`config.mk`:
```
export PLATFORM = sky130hd
export DESIGN_NAME = regfile_write_scheduler
export DESIGN_NICKNAME = d
export VERILOG_FILES = /design/src/rtl/regfile_write_scheduler.sv
export SDC_FILE = /design/constraint.sdc
export NUM_CORES = 1
export LEC_CHECK = 0
export ABC_AREA = 1
export CORE_UTILIZATION = 45
export CTS_CLUSTER_SIZE = 12
export DETAILED_ROUTE_END_ITERATION = 8
export GPL_ROUTABILITY_DRIVEN = 0
export PLACE_DENSITY_LB_ADDON = 0.15
export SYNTH_ARGS = -nofsm -noshare
export SYNTH_HDL_FRONTEND = slang
export SYNTH_SLANG_ARGS = --single-unit
```
`constraint.sdc`:
```
create_clock -name clock -period 3.1 [get_ports clock]
set_input_delay 0.465 -clock clock [delete_from_list [all_inputs] [get_ports clock]]
set_output_delay 0.465 -clock clock [all_outputs]
set_load 0.05 [all_outputs]
```
`src/rtl/regfile_write_scheduler.sv`:
```
// Writeback scheduler: grants up to two of three producers per cycle with rotating priority
// and drives the register file's two write ports from a registered output stage.
module regfile_write_scheduler #(
  parameter int unsigned DATA_W = 32,
  parameter int unsigned ADDR_W = 4
) (
  input  logic                    clock,
  input  logic                    reset,
  input  logic                    stall,
  input  logic [2:0]              req_valid,
  input  logic [3*ADDR_W-1:0]     req_addr,
  input  logic [3*DATA_W-1:0]     req_data,
  output logic [2:0]              req_ready,
  output logic [ADDR_W-1:0]       RW1,
  output logic [ADDR_W-1:0]       RW2,
  output logic [DATA_W-1:0]       BusW1,
  output logic [DATA_W-1:0]       BusW2,
  output logic                    enable_write1,
  output logic                    enable_write2,
  output logic [(1<<ADDR_W)-1:0]  pending_mask,
  output logic [15:0]             conflict_count
);

  logic [ADDR_W-1:0] addr_arr [3];
  logic [DATA_W-1:0] data_arr [3];

  logic [1:0]        rr_q, rr_d;
  logic              g1_found, g2_found, deferral;
  logic [1:0]        g1_idx, g2_idx;
  logic [2:0]        grant;

  logic              en1_q, en2_q;
  logic [ADDR_W-1:0] rw1_q, rw2_q;
  logic [DATA_W-1:0] busw1_q, busw2_q;
  logic [15:0]       conflict_q;

  function automatic logic [1:0] next_idx(input logic [1:0] p);
    return (p == 2'd2) ? 2'd0 : p + 2'd1;
  endfunction

  always_comb begin
    for (int i = 0; i < 3; i++) begin
      addr_arr[i] = req_addr[i*ADDR_W +: ADDR_W];
      data_arr[i] = req_data[i*DATA_W +: DATA_W];
    end
  end

  // Walk the three requesters once in rotating order starting at rr_q.
  always_comb begin
    logic [1:0]        idx;
    logic [ADDR_W-1:0] g1_addr;
    g1_found = 1'b0;
    g1_idx   = 2'd0;
    g1_addr  = '0;
    g2_found = 1'b0;
    g2_idx   = 2'd0;
    deferral = 1'b0;
    idx      = rr_q;
    for (int k = 0; k < 3; k++) begin
      if (!stall && req_valid[idx]) begin
        if (!g1_found) begin
          g1_found = 1'b1;
          g1_idx   = idx;
          g1_addr  = addr_arr[idx];
        end else if (!g2_found) begin
          // Same-address requester waits so the two ports never collide.
          if (addr_arr[idx] == g1_addr) begin
            deferral = 1'b1;
          end else begin
            g2_found = 1'b1;
            g2_idx   = idx;
          end
        end
      end
      idx = next_idx(idx);
    end
  end

  always_comb begin
    grant = 3'b000;
    if (g1_found) grant[g1_idx] = 1'b1;
    if (g2_found) grant[g2_idx] = 1'b1;
    req_ready = reset ? 3'b000 : grant;
  end

  always_comb begin
    rr_d = rr_q;
    if (g2_found) begin
      rr_d = next_idx(g2_idx);
    end else if (g1_found) begin
      rr_d = next_idx(g1_idx);
    end
  end

  always_ff @(posedge clock or posedge reset) begin
    if (reset) begin
      rr_q       <= 2'd0;
      en1_q      <= 1'b0;
      en2_q      <= 1'b0;
      rw1_q      <= '0;
      rw2_q      <= '0;
      busw1_q    <= '0;
      busw2_q    <= '0;
      conflict_q <= 16'd0;
    end else begin
      rr_q  <= rr_d;
      en1_q <= g1_found;
      en2_q <= g2_found;
      if (g1_found) begin
        rw1_q   <= addr_arr[g1_idx];
        busw1_q <= data_arr[g1_idx];
      end
      if (g2_found) begin
        rw2_q   <= addr_arr[g2_idx];
        busw2_q <= data_arr[g2_idx];
      end
      if (deferral && conflict_q != 16'hFFFF) begin
        conflict_q <= conflict_q + 16'd1;
      end
    end
  end

  always_comb begin
    pending_mask = '0;
    if (en1_q) pending_mask[rw1_q] = 1'b1;
    if (en2_q) pending_mask[rw2_q] = 1'b1;
  end

  assign RW1            = rw1_q;
  assign RW2            = rw2_q;
  assign BusW1          = busw1_q;
  assign BusW2          = busw2_q;
  assign enable_write1  = en1_q;
  assign enable_write2  = en2_q;
  assign conflict_count = conflict_q;

endmodule

```
# [Word level (Yosys, flattened, before mapping)]
# Index checks and enable logic that the tools add are counted.
[totals] reg_bits=92 input_bits=114 out_inout_bits=109 wordCells=131
[op_classes] n_addsub=5 magnitude_cmp=16 eq_ne=7 mux=78 bitwise_logic=7 reduce_logical=10
[op_table] op="binary-select mux 32 bit (select 2 bit)" count=2
[op_table] op="two-way mux 32 bit" count=4
[op_table] op="two-way mux 4 bit" count=13
[op_table] op="binary-select mux 4 bit (select 2 bit)" count=5
[op_table] op="two-way mux 2 bit" count=18
[op_table] op="two-way mux 16 bit" count=2
[op_table] op="two-way mux 1 bit" count=24
[op_table] op="adder 16 x 1 -> 16 bit, second input constant" count=1
[op_table] op="inequality test 16 bit, second input constant" count=1
[op_table] op="bitwise OR 16 bit" count=1
[op_table] op=">= comparator 3 bit, second input constant" count=5
[op_table] op="less-than comparator 2 x 3 -> 1 bit, second input constant" count=5
[op_table] op="inverter 2 -> 3 bit" count=5
[op_table] op="less-than comparator 4 x 5 -> 1 bit, second input constant" count=2
[op_table] op="two-way mux 3 bit" count=3
[op_table] op="adder 2 x 1 -> 2 bit, second input constant" count=4
[op_table] op="demux 1 bit (select 4 bit)" count=2
[op_table] op="== test 2 bit, second input constant" count=4
[op_table] op="== test 4 bit" count=2
[op_table] op=">= comparator 4 x 1 -> 1 bit, second input constant" count=2
[op_table] op="logical AND 1 bit" count=8
[op_table] op="binary-select mux 1 bit (select 2 bit)" count=3
[op_table] op="demux 1 bit (select 2 bit)" count=2
[op_table] op=">= comparator 2 x 1 -> 1 bit, second input constant" count=2
[op_table] op="other kinds (3)" count=3

# [Logic depth before layout (Yosys ltp)]
[depth] depth_word=21 mapped_depth=21 depth_no_buf=18

# [Worst setup path before layout]
# No wires, ideal clock.
[synth_path] kind="reg2out" from="register rr_q[1]" to="output req_ready[2]" arrival_time_ns=2.786 path_slack_ns=-0.151 stages_incl_launch_ff=13 n_path_buf=3 cell_sequence="dfrtp_1 -> buf_4 -> nor2_2 -> buf_4 -> nand2_1 -> nand3_2 -> nand2_1 -> nor2_1 -> inv_2 -> o21ai_2 -> inv_1 -> clkbuf_1 -> a21oi_1"
[synth_via] elab_chain_len=21 elab_cells_between_ends=68
[synth_rtl] element="start, declared" line_no="27" source="logic [1:0] rr_q, rr_d;"
[synth_rtl] element="start signal, assigned" line_no="106" source="rr_q <= rr_d;"
[synth_rtl] element="parallel branches: the longest is 19 deep, another holds adder 2 x 1 -> 2 bit"
[synth_rtl] element="two-way mux 3 bit *" line_no="82" source="if (g2_found) grant[g2_idx] = 1'b1;"
[synth_rtl] element="two-way mux 3 bit *" line_no="83" source="req_ready = reset ? 3'b000 : grant;"
[synth_rtl] element="end, declared" line_no="13" source="output logic [2:0] req_ready,"
# Mark *: on every way between the ends. The select of a mux whose other input is x is not followed.

# [Worst setup path in the final report]
[layout_path] from="register rr_q[1]" to="output req_ready[0]"
# Same word-level chain as after synthesis.

==> results.sh <==
export IMPL_cts_buffers=9
export IMPL_maxSlewViolCount=0
export IMPL_syn_num_nets=983
export IMPL_dieHeight_um=117
export IMPL_grtUsageTotal=0.315
export IMPL_worstMarginPinSlew_ns=0.672
export IMPL_routed_wl_um=21700
export IMPL_synth_most_common_cell="nand2_1"
export IMPL_synth_warnings=0
export IMPL_wl_per_cell_um=16.8
export IMPL_cp_num_buf_inv=4
export IMPL_synth_compound_area_frac=0.133
export IMPL_setup_ws_ns=-0.0499
export IMPL_worst_path_max_fanout=6
export IMPL_setup_tns_final_ns=-0.0566
export IMPL_core_area_sq_um=12800
export IMPL_antenna_found_initial=0
export IMPL_maxCapViolCount=0
export IMPL_syn_inst=868
export IMPL_num_antenna_cells=0
export IMPL_io_buffers=222
export IMPL_insertion_delay_ns=0.35
export IMPL_power_leakage_uw=0.00410
export IMPL_cp_required_ns=2.63
export IMPL_nNetsFinal=1230
export IMPL_status="complete, but fails checks"
export IMPL_async_reset_ff_frac=1.00
export IMPL_ys_seq_area_frac=0.384
export IMPL_dp_hpwl_um=15200
export IMPL_min_period_ns=3.15
export IMPL_synth_seq_cells=92
export IMPL_violations="setup timing"
export IMPL_gr_total_overflow=0
export IMPL_powerDensity_nw_per_um2=1260
export IMPL_slowest_delay_ns=0.45
export IMPL_firstDrtPassIters=5
export IMPL_grt_max_degree=53
export IMPL_vdd_ir_drop_max_v=0.000743
export IMPL_clockBufferDepth=2
export IMPL_synth_edf_count=0
export IMPL_drc_errors=0
export IMPL_initial_core_util=0.468
export IMPL_pin_count=223
export IMPL_synth_distinct_cells=37
export IMPL_yosys_area_top_type="dfrtp_1"
export IMPL_via_count=7234
export IMPL_rsz0062_at_grt="yes"
export IMPL_yosysTopAreaCellShare=0.384
export IMPL_path_clk_slew_ns=0.07
export IMPL_initialDrtViolationCount=720
export IMPL_syn_avg_cell_area_sq_um=6.91
export IMPL_slowest_stage="dfrtp_2"
export IMPL_cp_start_kind="flop"
export IMPL_cpLargestDelayFamily="compound AO/OA/AOI/OAI gates"
export IMPL_ant_nets=0
export IMPL_synth_top_family_by_area="simple AND/OR/NAND/NOR gates"
export IMPL_synthesis_area_sq_um=6000
export IMPL_drive_gt1_frac=0.131
export IMPL_viasPerCell=5.60
export IMPL_yosys_area_share_adder=0.00209
export IMPL_crit_arrival_ns=2.68
export IMPL_syn2layout_area_growth_pct=51.9
export IMPL_synth_xor_area_share=0.0175
export IMPL_cts_hold_buffers_added=0
export IMPL_clkSinkCount=92
export IMPL_crit_path_cell_trace="buf_6 > nor2_4 > nand2_4 > a21oi_4 > buf_4 > buf_4 > nor3_1 > a21oi_1 > o21ai_4 > nor2_2 > nand2_1 > a21oi_4 > buf_12"
export IMPL_ys_top_cells_by_count="226 x nand2_1, 140 x nand3_1, 92 x dfrtp_1, 85 x inv_1, 62 x nor2_1"
export IMPL_die_area_sq_um=13800
export IMPL_synth_mux_area_fraction=0
export IMPL_placedCellCount=1264
export IMPL_clock_tree_root_cell="clkbuf_16"
export IMPL_fmax_mhz=317
export IMPL_htree_levels=3
export IMPL_path_class="flop to primary output"
export IMPL_fin_cells=1291
export IMPL_first_global_vias=7021
export IMPL_skew_ns=0.00619
export IMPL_yosys_most_used_dff="dfrtp_1"
export IMPL_hold_class="flop to flop"
export IMPL_crit_path_end_kind="primary output"
export IMPL_grt_pass1_wl_um=34800
export IMPL_rows=41
export IMPL_cts_tree="built"
export IMPL_slew_headroom=0.552
export IMPL_yosys_area_share_simple=0.367
export IMPL_hold_viol=0
export IMPL_ys_top_cells_by_area="dfrtp_1 38%, nand2_1 14%, nand3_1 12%"
export IMPL_fin_crit_sh=1.02
export IMPL_dieWidth_um=117
export IMPL_setup_viol=2
[metrics by stage]
| step | utilization | hold slack [ns] | worst slack (ns) | total power (uW) | instance area, sq um |
|---|---|---|---|---|---|
| 6_report | 0.710 | 0.505 | -0.0499 | 11500 | 9110 |
| 5_1_grt | 0.710 | 0.527 | -0.238 | 12200 | 9110 |
| 4_1_cts | 0.699 | 0.506 | 0.00184 | 11300 | 8960 |
| 3_5_place_dp | 0.671 | 0.491 | -0.103 | 10100 | 8600 |
| 3_3_place_gp | 0.671 | 0.485 | -0.0878 | 10000 | 8600 |
| 2_1_floorplan | - | 0.585 | 0.0749 | 7410 | 6000 |
[repair_timing]
action	4_1_cts	5_1_grt
endpoints found under the setup margin	3	3
buffers inserted	5	7
gates resized for setup	12	24
pin swaps	3	9
[flip-flops by register name, indices dropped and copies added (netlist names)]
register and count:
BusW1 32, BusW2 32, RW1 4, RW2 4, conflict_count 16, enable_write1 1
enable_write2 1, rr_q 2
[power by group]
part	internal, uW	switching (uW)	total, uW
registers	1810	435	2240
logic	2780	5470	8250
clock network	560	461	1020
[kinds of logic after synthesis]
family,count (synthesis)
xor gates and xnor gates,12
and+or+nand+nor,494
AOI/OAI and AO/OA,132
adders and majority gates,1
buffers and inverters,137
DFF,92
[path summary, 6_finish.rpt]
| path | from | cells past startpoint | to | slack [ns] |
|---|---|---|---|---|
| setup / recovery | rr_q[1]$_DFFE_PP0P_ | 13 | req_ready[0] | -0.05 |
| hold / removal | BusW2[22]$_DFFE_PP0N_ | 2 | BusW2[22]$_DFFE_PP0N_ | 0.51 |
| setup reg to reg | rr_q[1]$_DFFE_PP0P_ | 21 | BusW2[16]$_DFFE_PP0N_ | 0.35 |
| hold reg to reg | BusW2[22]$_DFFE_PP0N_ | 2 | BusW2[22]$_DFFE_PP0N_ | 0.51 |
| max in group asynchronous | reset | 3 | BusW2[10]$_DFFE_PP0N_ | 1.66 |
| min in group asynchronous | reset | 2 | BusW1[21]$_DFFE_PP0N_ | 0.78 |
[area by class of cell]
class	count	area, sq um
clock buffer	11	243
clock inverter	4	26.3
fill	1070	3710
inverter	94	358
multi-input combinational	639	3260
sequential	92	2300
tap	172	215
timing repair buffer	279	2700
[cell usage in the layout (no fill, tap or decap), types with 14 or more instances in the layout]
cell,synthesis,layout
clkdlybuf4s50_1,0,219
o21ai_0,26,26
a22oi_1,14,14
inv_1,85,82
nand2_1,226,221
or2_2,18,18
nand3_1,140,136
buf_4,3,52
a21oi_1,58,54
nor2_1,62,59
dfrtp_1,92,90
[per-layer routing]
layer | GRT usage | routed length (um)
met5 | 0 | 0
met4 | 0.144 | 771
met3 | 0.0739 | 1900
met2 | 0.509 | 10200
met1 | 0.399 | 8780
[worst reg2reg max path: stages (launching register included)]
cell      delay (ns)
dfrtp_2         0.45
buf_6           0.15
nor2_4          0.19
buf_6           0.14
nand2_2         0.04
nand3b_1        0.13
inv_2           0.06
nand3_2         0.07
nand2_1         0.05
nand2_1         0.05
nand2_1         0.04
nor2_1          0.10
nand2_1         0.09
nand2_2         0.12
o21ai_2         0.07
nand2_2         0.13
nand3_4         0.10
buf_4           0.14
buf_4           0.13
inv_2           0.24
nand2_1         0.12
nand3_1         0.09
No activity file was read; power rests on OpenSTA's default activity.
